$ cat config.mk
export PLATFORM = sky130hd
export DESIGN_NAME = pipe_reg_slice
export DESIGN_NICKNAME = d
export VERILOG_FILES = /design/src/rtl/pipe_pkg.sv /design/src/rtl/pipe_data_reg.sv /design/src/rtl/pipe_reg_slice.sv
export SDC_FILE = /design/constraint.sdc
export NUM_CORES = 1
export LEC_CHECK = 0
export CAP_MARGIN = 20
export CORE_MARGIN = 2
export CORE_UTILIZATION = 40
export DETAILED_ROUTE_END_ITERATION = 8
export GPL_TIMING_DRIVEN = 0
export PLACE_DENSITY = 0.93
export RECOVER_POWER = 50
export SLEW_MARGIN = 20
export SYNTH_ARGS = -nofsm -noshare
export SYNTH_HDL_FRONTEND = slang
export SYNTH_HIERARCHICAL = 1
export SYNTH_SLANG_ARGS = --single-unit
$ cat constraint.sdc
create_clock -name clk -period 2.65 [get_ports clk]
set_input_delay 0.53 -clock clk [delete_from_list [all_inputs] [get_ports clk]]
set_output_delay 0.53 -clock clk [all_outputs]
set_load 0.05 [all_outputs]
$ cat src/rtl/pipe_pkg.sv
// Shared types for the pipeline register slice: state encoding and default payload width.
package pipe_pkg;

  localparam int DEFAULT_WIDTH = 32;

  typedef enum logic [1:0] {
    EMPTY = 2'd0,
    ONE   = 2'd1,
    TWO   = 2'd2
  } state_e;

  // Occupancy is the state encoding itself; unknown encodings read as empty.
  function automatic logic [1:0] occ_of(input state_e s);
    logic [1:0] occ;
    case (s)
      EMPTY:   occ = 2'd0;
      ONE:     occ = 2'd1;
      TWO:     occ = 2'd2;
      default: occ = 2'd0;
    endcase
    return occ;
  endfunction

endpackage

$ cat src/rtl/pipe_data_reg.sv
// WIDTH-bit data register with synchronous reset to RESET_VAL and a load enable.
module pipe_data_reg
  import pipe_pkg::*;
#(
  parameter int               WIDTH     = DEFAULT_WIDTH,
  parameter logic [WIDTH-1:0] RESET_VAL = {WIDTH{1'b0}}
) (
  input  logic             clk,
  input  logic             rst,
  input  logic             load,
  input  logic [WIDTH-1:0] d,
  output logic [WIDTH-1:0] q
);

  // Payload storage: reset has priority, otherwise load or hold.
  always_ff @(posedge clk) begin
    if (rst) begin
      q <= RESET_VAL;
    end else if (load) begin
      q <= d;
    end else begin
      q <= q;
    end
  end

endmodule

$ cat src/rtl/pipe_reg_slice.sv
// Valid/ready pipeline register slice. Define PIPE_REG_SKID_EN for the two-entry skid
// variant with a registered in_ready; otherwise a single-entry slice is built.
module pipe_reg_slice
  import pipe_pkg::*;
#(
  parameter int               WIDTH     = DEFAULT_WIDTH,
  parameter logic [WIDTH-1:0] RESET_VAL = {WIDTH{1'b0}}
) (
  input  logic             clk,
  input  logic             rst,
  input  logic             flush,
  input  logic             in_valid,
  input  logic [WIDTH-1:0] in_data,
  output logic             in_ready,
  output logic             out_valid,
  output logic [WIDTH-1:0] out_data,
  input  logic             out_ready,
  output logic [1:0]       occupancy
);

  state_e           state_r;
  state_e           state_nxt_s;
  logic             out_valid_r;
  logic [1:0]       occ_r;
  logic             accept_s;
  logic             consume_s;
  logic             load_out_s;
  logic [WIDTH-1:0] out_d_s;

`ifdef PIPE_REG_SKID_EN
  logic             in_ready_r;
  logic             load_skid_s;
  logic [WIDTH-1:0] skid_q_s;

  assign in_ready = in_ready_r;
`else
  assign in_ready = !out_valid_r || out_ready;
`endif

  assign out_valid = out_valid_r;
  assign occupancy = occ_r;

  // Handshakes and data-register load enables; flush blocks every load so held data is kept.
  always_comb begin
    accept_s   = in_valid && in_ready && !flush;
    consume_s  = out_valid_r && out_ready && !flush;
    load_out_s = 1'b0;
    out_d_s    = in_data;
`ifdef PIPE_REG_SKID_EN
    load_skid_s = 1'b0;
`endif
    case (state_r)
      EMPTY: begin
        load_out_s = accept_s;
      end
      ONE: begin
        load_out_s = accept_s && consume_s;
`ifdef PIPE_REG_SKID_EN
        load_skid_s = accept_s && !consume_s;
`endif
      end
      TWO: begin
`ifdef PIPE_REG_SKID_EN
        load_out_s = consume_s;
        out_d_s    = skid_q_s;
`else
        load_out_s = 1'b0;
`endif
      end
      default: begin
        load_out_s = 1'b0;
      end
    endcase
  end

  // Next-state selection; flush overrides any transfer in the same cycle.
  always_comb begin
    state_nxt_s = state_r;
    if (flush) begin
      state_nxt_s = EMPTY;
    end else begin
      case (state_r)
        EMPTY: begin
          if (accept_s) begin
            state_nxt_s = ONE;
          end else begin
            state_nxt_s = EMPTY;
          end
        end
        ONE: begin
`ifdef PIPE_REG_SKID_EN
          if (accept_s && !consume_s) begin
            state_nxt_s = TWO;
          end else if (consume_s && !accept_s) begin
            state_nxt_s = EMPTY;
          end else begin
            state_nxt_s = ONE;
          end
`else
          if (consume_s && !accept_s) begin
            state_nxt_s = EMPTY;
          end else begin
            state_nxt_s = ONE;
          end
`endif
        end
        TWO: begin
`ifdef PIPE_REG_SKID_EN
          if (consume_s) begin
            state_nxt_s = ONE;
          end else begin
            state_nxt_s = TWO;
          end
`else
          state_nxt_s = EMPTY;
`endif
        end
        default: begin
          state_nxt_s = EMPTY;
        end
      endcase
    end
  end

  // State register with all control outputs registered from the next state.
  always_ff @(posedge clk) begin
    if (rst) begin
      state_r     <= EMPTY;
      out_valid_r <= 1'b0;
      occ_r       <= 2'd0;
`ifdef PIPE_REG_SKID_EN
      in_ready_r  <= 1'b1;
`endif
    end else begin
      state_r     <= state_nxt_s;
      out_valid_r <= (state_nxt_s != EMPTY);
      occ_r       <= occ_of(state_nxt_s);
`ifdef PIPE_REG_SKID_EN
      in_ready_r  <= (state_nxt_s != TWO);
`endif
    end
  end

  pipe_data_reg #(
    .WIDTH     (WIDTH),
    .RESET_VAL (RESET_VAL)
  ) u_out_reg (
    .clk  (clk),
    .rst  (rst),
    .load (load_out_s),
    .d    (out_d_s),
    .q    (out_data)
  );

`ifdef PIPE_REG_SKID_EN
  // Skid entry only ever captures upstream data when the head register is occupied.
  pipe_data_reg #(
    .WIDTH     (WIDTH),
    .RESET_VAL (RESET_VAL)
  ) u_skid_reg (
    .clk  (clk),
    .rst  (rst),
    .load (load_skid_s),
    .d    (in_data),
    .q    (skid_q_s)
  );
`endif

endmodule

==> impl_metrics.yaml <==
cts:
  htreeDepth: 2
  root_buffer: "clkbuf_4"
  numCtsBuffers: 5
  cts_hold_buf: 0
  cts_tree: "done"
  cts-resized-gates: 0
  clkTransAtPathRegs_ps: 90
  clock-sinks: 33
  clk_path_buf_depth: 2
  post-cts-setup-buffers: 0
  clkLatencyLatePin_ps: 330
floorplanning:
  rows: 20
  dieHeight_um: 59.68
  die_x_um: 59.68
  start_util_pct: 41.29
  io_pins: 73
  coreArea_sq_um: 3003
  fp.dieArea_sq_um: 3561
timing:
  slew_viol_final: 0
  final_hold_viol_count: 0
  worstMarginPinSlew_ps: 712.3
  setup_viol: 0
  setup_tns_ps: 0
  min_period_ps: 2446
  rsz0062_at_grt: "false"
  fmax_mhz: 408.8
  fin_crit_sh_pct: 92.31
  relSlewSlack_pct: 52.52
  skew_ps: 6.089
drt:
  first_pass_iters: 4
  drtAntennaViolNets: 0
  drtIter0Drc: 16
  drc: 0
  routedWlPerCell_um: 13.06
  via_count: 1023
  viasPerCell: 4.587
  routed_wl_mm: 2.913
global_route:
  grt_pass1_vias: 995
  grt-ovfl-total: 0
  grt_antenna_before_repair: 0
  grt_pass1_wl_mm: 4.471
  grt_max_degree: 11
  track_usage_pct: 17.30
synth:
  ys_types: 12
  ys_warn_count: 6
  synth.area.mux_share_pct: 25.83
  syn_inst: 111
  synth_top_family_by_area: "multiplexers"
  synth_xor_area_share_pct: 0
  synth.cell_area_sq_um: 1240
  ys_seq_area_share_pct: 53.28
  synth-simple-area-share_pct: 11.40
  synth-seq-cells: 33
  synthAdderAreaFrac_pct: 0
  syn_area_per_cell_sq_um: 11.17
  synthesis.nets: 148
  synth_compound_area_share_pct: 1.009
placement:
  routabilityCongestion: 0.7218
  io_buffer_count: 71
  dp_hpwl_mm: 2.294
  post_dp_cell_area_sq_um: 1992
min_path:
  hold_path.class: "flip-flop to flip-flop"
status:
  status: "completed"
layout:
  drive_gt1_share_pct: 4.737
  diodes: 0
  area_growth_pct: 61.96
  fillers: 242
  mostFrequentLayoutCells: "clkdlybuf4s50_1, dfxtp_1, mux2i_1, nor2_1, clkbuf_1"
  final_cell_area_sq_um: 2008
  finalNetCount: 226
  layout_commonest_cell: "clkdlybuf4s50_1"
critical_path:
  end_kind: "output port"
  path_cells: "clkdlybuf4s50_1 > nand2b_1 > clkdlybuf4s50_1"
  slowest_stage: "clkdlybuf4s50_1"
  cp.arrival_ps: 1920
  crit_top_cell: "clkdlybuf4s50_1"
  cp_top_family: "buffers and inverters"
  max_stage_delay_ps: 810
  crit_required_ps: 2120
  critical_path.max_fanout: 3
  critPathKind: "input pin to output port"
  crit_buf_inv: 2
  start_kind: "input pin"
pwr:
  p_per_area_nw_per_um2: 589.1
  vdd_drop_max_mv: 0.3442
  leakagePower_nw: 0.7800
run:
  drv_cap: 0
synth_stat cells (all sizes together):
| cell | n | area [sq um] |
|---|---|---|
| nand2b | 1 | 13.76 |
| mux2i | 32 | 320.3 |
| conb | 1 | 3.750 |
| a211oi | 1 | 12.51 |
| nor3b | 1 | 7.510 |
| dfxtp | 33 | 660.6 |
| nor2 | 32 | 120.1 |
| buf | 6 | 86.33 |
| inv | 1 | 3.750 |
| clkbuf | 3 | 11.26 |
state kept, by name, indices dropped and copies added (netlist names):
register,count
u_out_reg/q,32
occupancy,1
area by class of cell:
class | count | area [sq um] | share of cell area, %
Multi-Input combinational cell | 68 | 465.4 | 23.18
Clock buffer | 7 | 55.05 | 2.741
Buffer | 9 | 41.29 | 2.056
Clock inverter | 1 | 30.03 | 1.495
Tap cell | 33 | 41.29 | 2.056
Inverter | 1 | 3.754 | 0.1869
Sequential cell | 33 | 660.6 | 32.90
Timing Repair Buffer | 71 | 710.7 | 35.39
worst register-to-register path, delay by kind of cell, from the launching register on:
kind                   cells  cell delay, ps
DFF                        1             330
muxes                      1             280
buffers and inverters      2             850
and+or+nand+nor            3             360
power breakdown:
part           switching [W]  internal, W
combinational       0.000147     0.000118
clock               0.000160     0.000225
sequential         0.0000120     0.000520
total               0.000320     0.000863
final timing paths:
path / cells after the start / start / to / slack (ps)
max: 3 / out_ready / in_ready / 200
min: 2 / u_out_reg/q[7] / u_out_reg/q[7] / 500
max reg2reg: 6 / occupancy[0] / u_out_reg/q[8] / 740
min reg2reg: 2 / u_out_reg/q[7] / u_out_reg/q[7] / 500
per-layer routing:
layer / wire (um) / vias up / global-route usage (%) / share of wire [%]
li1: - / 515 / - / -
met1: 1063 / 461 / 17.12 / 36
met2: 1557 / 40 / 31.52 / 53
met3: 214 / 7 / 6.061 / 7.3
met4: 78 / 0 / 8.571 / 2.7
met5: 0 / - / 0 / 0
logic make-up after synthesis:
| kind of cell | count (synthesis) |
|---|---|
| and+or+nand+nor | 34 |
| other | 1 |
| muxes | 32 |
| buffers and inverters | 10 |
| DFF | 33 |
| AOI/OAI and AO/OA | 1 |
per-stage QoR:
step | hold slack [ps] | cells | util [%] | worst slack (ps) | power, W
6_report | 495.8 | 223 | 66.88 | 203.7 | 0.001183
5_1_grt | 528.5 | 223 | 66.88 | 134.0 | 0.001231
4_1_cts | 503.1 | 223 | 69.17 | 215.3 | 0.001212
3_5_place_dp | 477.3 | 215 | 66.33 | 215.3 | 0.0008233
3_3_place_gp | 474.8 | 215 | 66.33 | 213.6 | 0.0008164
2_1_floorplan | 594.6 | 111 | - | 971.6 | 0.0007062
(Power assumes the default switching activity.)
